[config.mk]
export PLATFORM = sky130hd
export DESIGN_NAME = radix4_mult_arbiter_flat
export DESIGN_NICKNAME = d
export VERILOG_FILES = /design/src/rtl/radix4_mult_arbiter_pkg.sv /design/src/rtl/radix4_mult_arbiter_if.sv /design/src/rtl/radix4_mult_arbiter_rr.sv /design/src/rtl/radix4_mult_arbiter.sv /design/src/flat_wrapper.sv
export SDC_FILE = /design/constraint.sdc
export NUM_CORES = 1
export LEC_CHECK = 0
export BUFFER_PORTS_ARGS = -buffer_cell sky130_fd_sc_hd__buf_2
export CAP_MARGIN = 20
export CORE_ASPECT_RATIO = 1.25
export CORE_MARGIN = 3
export CORE_UTILIZATION = 38
export DETAILED_ROUTE_END_ITERATION = 6
export PLACE_DENSITY = 0.75
export SLEW_MARGIN = 20
export SYNTH_ARGS = -nofsm -noshare
export SYNTH_HDL_FRONTEND = slang
export SYNTH_HIERARCHICAL = 1
export SYNTH_SLANG_ARGS = --single-unit
[constraint.sdc]
create_clock -name clk -period 4.5 [get_ports clk]
set_input_delay 0.225 -clock clk [delete_from_list [all_inputs] [get_ports clk]]
set_output_delay 0.225 -clock clk [all_outputs]
set_load 0.03 [all_outputs]
[src/rtl/radix4_mult_arbiter_pkg.sv]
// Shared types and constants for the radix-4 multiplier arbiter slice.
// Optional feature macro used elsewhere in the slice: MULT_WDOG_EN.
package mult_arb_pkg;

    localparam int OPW  = 8;
    localparam int RESW = 16;

    // FSM encoding is kept as plain 3-bit constants so older blocks that
    // compare against raw codes keep working.
    typedef logic [2:0] state_t;

    localparam state_t ST_IDLE = 3'd0;
    localparam state_t ST_LDA  = 3'd1;
    localparam state_t ST_LDB  = 3'd2;
    localparam state_t ST_STRT = 3'd3;
    localparam state_t ST_WAIT = 3'd4;
    localparam state_t ST_PUT  = 3'd5;
    localparam state_t ST_LAT  = 3'd6;
    localparam state_t ST_RSP  = 3'd7;

    // Width of a requester index; never narrower than one bit.
    function automatic int idx_width(input int n);
        return (n > 1) ? $clog2(n) : 1;
    endfunction

endpackage

[src/rtl/radix4_mult_arbiter_if.sv]
// Request/response bundle between client logic and the multiplier arbiter.
// master = client side, slave = arbiter side.
interface radix4_mult_arbiter_if
    import mult_arb_pkg::*;
#(
    parameter int NREQ = 2
);
    localparam int IDW = idx_width(NREQ);

    logic [NREQ-1:0]     req_valid;
    logic [NREQ*OPW-1:0] req_a;
    logic [NREQ*OPW-1:0] req_b;
    logic [NREQ-1:0]     req_ready;
    logic                rsp_valid;
    logic                rsp_ready;
    logic [IDW-1:0]      rsp_id;
    logic [RESW-1:0]     rsp_res;
    logic                rsp_err;

    modport master (
        output req_valid, req_a, req_b, rsp_ready,
        input  req_ready, rsp_valid, rsp_id, rsp_res, rsp_err
    );

    modport slave (
        input  req_valid, req_a, req_b, rsp_ready,
        output req_ready, rsp_valid, rsp_id, rsp_res, rsp_err
    );

endinterface

[src/rtl/radix4_mult_arbiter_rr.sv]
// Combinational round-robin picker: the search starts one past the pointer
// and wraps, so the most recently served requester has lowest priority.
module rr_arbiter
    import mult_arb_pkg::*;
#(
    parameter int NREQ = 2,
    parameter int IDW  = idx_width(NREQ)
) (
    input  logic [NREQ-1:0] req,
    input  logic [IDW-1:0]  ptr,
    output logic [NREQ-1:0] grant,
    output logic [IDW-1:0]  grant_idx,
    output logic            grant_any
);

    // Scan from the farthest candidate to the nearest so the nearest valid one
    // (pointer+1 first) is the last to overwrite the result.
    always_comb begin
        int j;
        grant_any = 1'b0;
        grant_idx = '0;
        j         = 0;
        for (int off = NREQ; off >= 1; off--) begin
            j = int'(ptr) + off;
            if (j >= NREQ) begin
                j = j - NREQ;
            end
            if (req[j]) begin
                grant_any = 1'b1;
                grant_idx = IDW'(j);
            end
        end
    end

    genvar gi;
    generate
        for (gi = 0; gi < NREQ; gi++) begin : g_onehot
            assign grant[gi] = grant_any && (grant_idx == IDW'(gi));
        end
    endgenerate

endmodule

[src/rtl/radix4_mult_arbiter.sv]
// Shares one byte-serial radix-4 8x8 multiplier core between NREQ requesters.
// Optional watchdog on the core's done signal: define MULT_WDOG_EN.
module radix4_mult_arbiter
    import mult_arb_pkg::*;
#(
    parameter int NREQ     = 2,
    parameter int RES_LAT  = 1,
    parameter int WDOG_CYC = 64
) (
    input  logic                  clk,
    input  logic                  rst,
    radix4_mult_arbiter_if.slave  bus,
    output logic                  busy,
    output logic [OPW-1:0]        m_in,
    output logic                  m_getA,
    output logic                  m_getB,
    output logic                  m_start,
    output logic                  m_putOut,
    input  logic                  m_done,
    input  logic [RESW-1:0]       m_res
);

    localparam int IDW = idx_width(NREQ);

    state_t          state_reg, state_next;
    logic [IDW-1:0]  ptr_reg;
    logic [IDW-1:0]  id_reg;
    logic [OPW-1:0]  a_reg, b_reg;
    logic [1:0]      lat_cnt_reg;
    logic [RESW-1:0] res_reg;
    logic [NREQ-1:0] ready_reg;
    logic [NREQ-1:0] grant;
    logic [IDW-1:0]  grant_idx;
    logic            grant_any;
    logic            wdog_expired;
    logic            lat_last;

    rr_arbiter #(.NREQ(NREQ), .IDW(IDW)) u_rr (
        .req       (bus.req_valid),
        .ptr       (ptr_reg),
        .grant     (grant),
        .grant_idx (grant_idx),
        .grant_any (grant_any)
    );

    assign lat_last = (lat_cnt_reg == 2'(RES_LAT - 1));

`ifdef MULT_WDOG_EN
    localparam int WDW = (WDOG_CYC > 1) ? $clog2(WDOG_CYC) : 1;
    logic [WDW-1:0] wdog_reg;
    logic           err_reg;

    assign wdog_expired = (wdog_reg == WDW'(WDOG_CYC - 1));

    // Watchdog counts WAIT cycles; flags an error only when done did not win.
    always_ff @(posedge clk or negedge rst) begin
        if (!rst) begin
            wdog_reg <= '0;
            err_reg  <= 1'b0;
        end else begin
            if (state_reg == ST_STRT) begin
                wdog_reg <= '0;
                err_reg  <= 1'b0;
            end else if (state_reg == ST_WAIT && !m_done) begin
                wdog_reg <= wdog_reg + 1'b1;
                if (wdog_expired) begin
                    err_reg <= 1'b1;
                end
            end
        end
    end

    assign bus.rsp_err = err_reg;
`else
    assign wdog_expired = 1'b0;
    assign bus.rsp_err  = 1'b0;
`endif

    // Next-state logic; done takes priority over a simultaneous watchdog expiry.
    always_comb begin
        state_next = state_reg;
        case (state_reg)
            ST_IDLE: if (grant_any) state_next = ST_LDA;
            ST_LDA:  state_next = ST_LDB;
            ST_LDB:  state_next = ST_STRT;
            ST_STRT: state_next = ST_WAIT;
            ST_WAIT: begin
                if (m_done) begin
                    state_next = ST_PUT;
                end else if (wdog_expired) begin
                    state_next = ST_RSP;
                end
            end
            ST_PUT:  state_next = ST_LAT;
            ST_LAT:  if (lat_last) state_next = ST_RSP;
            ST_RSP:  if (bus.rsp_ready) state_next = ST_IDLE;
            default: state_next = ST_IDLE;
        endcase
    end

    // State register; reset mid-operation simply drops the transaction.
    always_ff @(posedge clk or negedge rst) begin
        if (!rst) begin
            state_reg <= ST_IDLE;
        end else begin
            state_reg <= state_next;
        end
    end

    // Operand capture, round-robin pointer, result latch and grant pulse.
    always_ff @(posedge clk or negedge rst) begin
        if (!rst) begin
            ptr_reg     <= IDW'(NREQ - 1);
            id_reg      <= '0;
            a_reg       <= '0;
            b_reg       <= '0;
            lat_cnt_reg <= '0;
            res_reg     <= '0;
            ready_reg   <= '0;
        end else begin
            ready_reg <= '0;
            case (state_reg)
                ST_IDLE: begin
                    if (grant_any) begin
                        ready_reg <= grant;
                        ptr_reg   <= grant_idx;
                        id_reg    <= grant_idx;
                        a_reg     <= bus.req_a[grant_idx*OPW +: OPW];
                        b_reg     <= bus.req_b[grant_idx*OPW +: OPW];
                    end
                end
                ST_WAIT: begin
                    if (!m_done && wdog_expired) begin
                        res_reg <= '0;
                    end
                end
                ST_PUT: lat_cnt_reg <= '0;
                ST_LAT: begin
                    lat_cnt_reg <= lat_cnt_reg + 1'b1;
                    if (lat_last) begin
                        res_reg <= m_res;
                    end
                end
                default: ;
            endcase
        end
    end

    // Core strobes and response outputs are decoded straight from state.
    assign busy          = (state_reg != ST_IDLE);
    assign m_getA        = (state_reg == ST_LDA);
    assign m_getB        = (state_reg == ST_LDB);
    assign m_start       = (state_reg == ST_STRT);
    assign m_putOut      = (state_reg == ST_PUT);
    assign m_in          = (state_reg == ST_LDA) ? a_reg :
                           (state_reg == ST_LDB) ? b_reg : '0;
    assign bus.req_ready = ready_reg;
    assign bus.rsp_valid = (state_reg == ST_RSP);
    assign bus.rsp_id    = id_reg;
    assign bus.rsp_res   = res_reg;

endmodule

[src/flat_wrapper.sv]
// flat-port wrapper written by rule: the top's interface ports become plain ports
module radix4_mult_arbiter_flat import mult_arb_pkg::*;
#(
    parameter int NREQ     = 2,
    parameter int RES_LAT  = 1,
    parameter int WDOG_CYC = 64
)
  (clk, rst, busy, m_in, m_getA, m_getB, m_start, m_putOut, m_done, m_res, bus_req_valid, bus_req_a, bus_req_b, bus_rsp_ready, bus_req_ready, bus_rsp_valid, bus_rsp_id, bus_rsp_res, bus_rsp_err);
  radix4_mult_arbiter_if #(.NREQ(NREQ)) bus_i ();
  input  logic clk;
  input  logic rst;
  output logic busy;
  output logic [OPW-1:0] m_in;
  output logic m_getA;
  output logic m_getB;
  output logic m_start;
  output logic m_putOut;
  input  logic m_done;
  input  logic [RESW-1:0] m_res;
  input wire logic [$bits(bus_i.req_valid)-1:0] bus_req_valid;
  input wire logic [$bits(bus_i.req_a)-1:0] bus_req_a;
  input wire logic [$bits(bus_i.req_b)-1:0] bus_req_b;
  input wire logic [$bits(bus_i.rsp_ready)-1:0] bus_rsp_ready;
  output wire logic [$bits(bus_i.req_ready)-1:0] bus_req_ready;
  output wire logic [$bits(bus_i.rsp_valid)-1:0] bus_rsp_valid;
  output wire logic [$bits(bus_i.rsp_id)-1:0] bus_rsp_id;
  output wire logic [$bits(bus_i.rsp_res)-1:0] bus_rsp_res;
  output wire logic [$bits(bus_i.rsp_err)-1:0] bus_rsp_err;
  assign bus_i.req_valid = bus_req_valid;
  assign bus_i.req_a = bus_req_a;
  assign bus_i.req_b = bus_req_b;
  assign bus_i.rsp_ready = bus_rsp_ready;
  assign bus_req_ready = bus_i.req_ready;
  assign bus_rsp_valid = bus_i.rsp_valid;
  assign bus_rsp_id = bus_i.rsp_id;
  assign bus_rsp_res = bus_i.rsp_res;
  assign bus_rsp_err = bus_i.rsp_err;
  radix4_mult_arbiter #(.NREQ(NREQ), .RES_LAT(RES_LAT), .WDOG_CYC(WDOG_CYC)) u_core (.clk(clk), .rst(rst), .bus(bus_i), .busy(busy), .m_in(m_in), .m_getA(m_getA), .m_getB(m_getB), .m_start(m_start), .m_putOut(m_putOut), .m_done(m_done), .m_res(m_res));
endmodule
==> out/qor.yml <==
run_status:
  status: "complete, no violations"
timing:
  fmax_mhz: 436
  tightest_slew_ns: 0.900
  grt_setup_unrepaired: "no"
  relSlewSlack_pct: 40.0
  finalSetupTns_ns: 0
  final_hold_viol_count: 0
  worst_hold_slack_ns: 0.0644
  fin_worst_skew_ns: 0.00410
  finalSetupViolCount: 0
  period_share_pct: 51.0
  drv_slew: 0
  period_minus_slack_ns: 2.30
floorplanning:
  core_area_sq_um: 5120
  die_area_sq_um: 6260
  die-width_um: 71.3
  fp-row-count: 29
  die_h_um: 87.7
  initial_core_util_pct: 39.6
  pin_count: 88
setup_path:
  critPathArrivalTime_ns: 2.07
  end_kind: "output port"
  critical_path_class: "flip-flop to output port"
  crit_fanout: 18
  worstPathRequired_ns: 4.28
  start_kind: "flip-flop"
  reg2reg_depth: 3
clock_tree:
  postCtsSetupBuffers: 0
  cts.sinks: 41
  cts_hold_buffers: 0
  cts_buffers: 5
  clk_latency_ns: 0.28
  cts_tree: "yes"
  post_cts_resize_count: 0
  clk_pin_slew_ns: 0.07
  htree_num_levels: 2
  cts_root_buf: "clkbuf_8"
  clock_path_buffers: 2
detailed_routing:
  avgViaCountPerCell: 4.90
  dr.pass1.iters: 4
  wire_per_inst_um: 13.1
  antenna_left: 0
  drt-initial-drc-count: 66
  drc: 0
  vias: 1542
  totalWireLength_um: 4120
global_route:
  track_usage_pct: 12.9
  grt_max_degree: 42
  grt_pass1_vias: 1428
  grt_pass1_wl_um: 6480
  overflow: 0
  grt_antenna_before_repair: 0
final_layout:
  antennaDiodeCount: 0
  drive_above_1_share_pct: 51.0
  finish.utilization_pct: 50.5
  largest_register_ffs: 16
  final_nets: 307
  area_delta_synth_final_pct: 27.4
logic_synthesis:
  post_synth_mux_area_share_pct: 17.3
  yosysTopAreaCellShare_pct: 49.4
  ys_ff_latch: 41
  synth_top_family_by_area: "multiplexers"
  yosys_warnings: 6
  synth_cells: 169
  ys_seq_area_share_pct: 50.6
  yosysMostFrequentCell: "dfrtp_1"
  synth_common_cells: "dfrtp_1, nor2_1, mux2i_1"
  synth-xor-area-share_pct: 0
  synth-edff-count: 0
  synthFlopType: "dfrtp_1"
  synthArstFlopShare_pct: 100
  yosys.area_share.simple_pct: 10.7
  synth_top_cell_by_area: "dfrtp_1"
  syn-cell-area_sq_um: 2030
  synth_fa_ha_area_share_pct: 0.617
  syn_avg_cell_area_sq_um: 12.0
  synth_fp_nets: 224
  synth_cell_types: 35
  synth_compound_area_share_pct: 15.1
  ys_top_cells_by_area: "dfrtp_1, mux2_2, mux2i_1, a21oi_2, a22o_1"
job:
  maxCapViolCount: 0
power:
  power.density_nw_per_um2: 723
  ir_drop_uv: 315
  p_leak_uw: 0.00128
place:
  finalWeightedCongestion: 0.692
  dp_hpwl_um: 3080
  io_buffers: 86
hold_path:
  hp-class: "input port to async pin"
placed cells by master, fill, tap and decap left out, drive strengths merged, types with 2 or more instances in the layout:
| cell | Yosys | final |
|---|---|---|
| buf | 10 | 88 |
| nor3b | 2 | 2 |
| nor2 | 18 | 18 |
| clkbuf | 2 | 7 |
| and3 | 3 | 3 |
| nor2b | 2 | 2 |
| mux2i | 16 | 16 |
| nand2 | 2 | 2 |
| dfrtp | 40 | 40 |
| mux2 | 17 | 17 |
| o21ai | 3 | 3 |
| a22o | 12 | 12 |
| a21oi | 18 | 18 |
| a21boi | 3 | 3 |
| inv | 6 | 6 |
| and2 | 2 | 2 |
metrics by stage:
| step | setup WS [ns] | cell area [sq um] | instances | total power [uW] |
|---|---|---|---|---|
| floorplan | 2.57 | 2030 | 169 | 1380 |
| global placement | 2.46 | 2470 | 307 | 1570 |
| detailed placement | 2.46 | 2470 | 307 | 1590 |
| CTS | 2.13 | 2580 | 315 | 1900 |
| global route | 2.02 | 2580 | 315 | 1990 |
| finish | 2.20 | 2580 | 315 | 1870 |
worst max-delay path: stages (launching register included):
cell     delay, ns
dfrtp_1       0.71
nor3b_2       0.63
a22o_1        0.25
buf_2         0.20
routing by layer:
| metal | wire length [um] | vias to the layer above | track usage (%) | part of all wire (%) |
|---|---|---|---|---|
| met5 | 0 | - | 0 | 0 |
| met4 | 50 | 0 | 3.59 | 1.2 |
| met3 | 232 | 4 | 2.53 | 5.6 |
| met2 | 2250 | 43 | 23.8 | 55 |
| met1 | 1590 | 733 | 15.0 | 38 |
| li1 | - | 762 | - | - |
cell families (layout without fill, tap and decap cells):
kind of cell	Yosys count	count (layout)
muxes	33	33
adders and majority gates	1	1
AOI/OAI and AO/OA	40	40
buffers and inverters	18	102
and+or+nand+nor	35	35
DFF	41	41
other	1	1
path summary, 6_finish.rpt:
path	start	to	slack [ns]
setup / recovery	u_core/state_reg[1]	m_in[4]	2.20
hold / removal	rst	u_core/bus.rsp_res[5]	0.06
setup reg to reg	u_core/state_reg[2]	u_core/bus.rsp_res[11]	2.87
hold reg to reg	u_core/bus.rsp_res[15]	u_core/bus.rsp_res[15]	0.50
max in group asynchronous	rst	u_core/b_reg[2]	3.87
min in group clk	m_res[15]	u_core/bus.rsp_res[15]	0.16
where the power goes:
group | leakage, uW | internal, uW | switching (uW)
logic | 0.000748 | 360 | 516
registers | 0.000476 | 552 | 143
clock network | 0.0000585 | 181 | 117
total | 0.00128 | 1090 | 776
final cells by class:
type                            instances  area (sq um)
Sequential cell                        41          1030
Inverter                                6          22.5
Clock inverter                          1          30.0
Clock buffer                            7          86.3
Fill cell                             472          2530
Multi-Input combinational cell        110           895
Timing Repair Buffer                   88           445
Tap cell                               62          77.6
(Power assumes the default switching activity.)
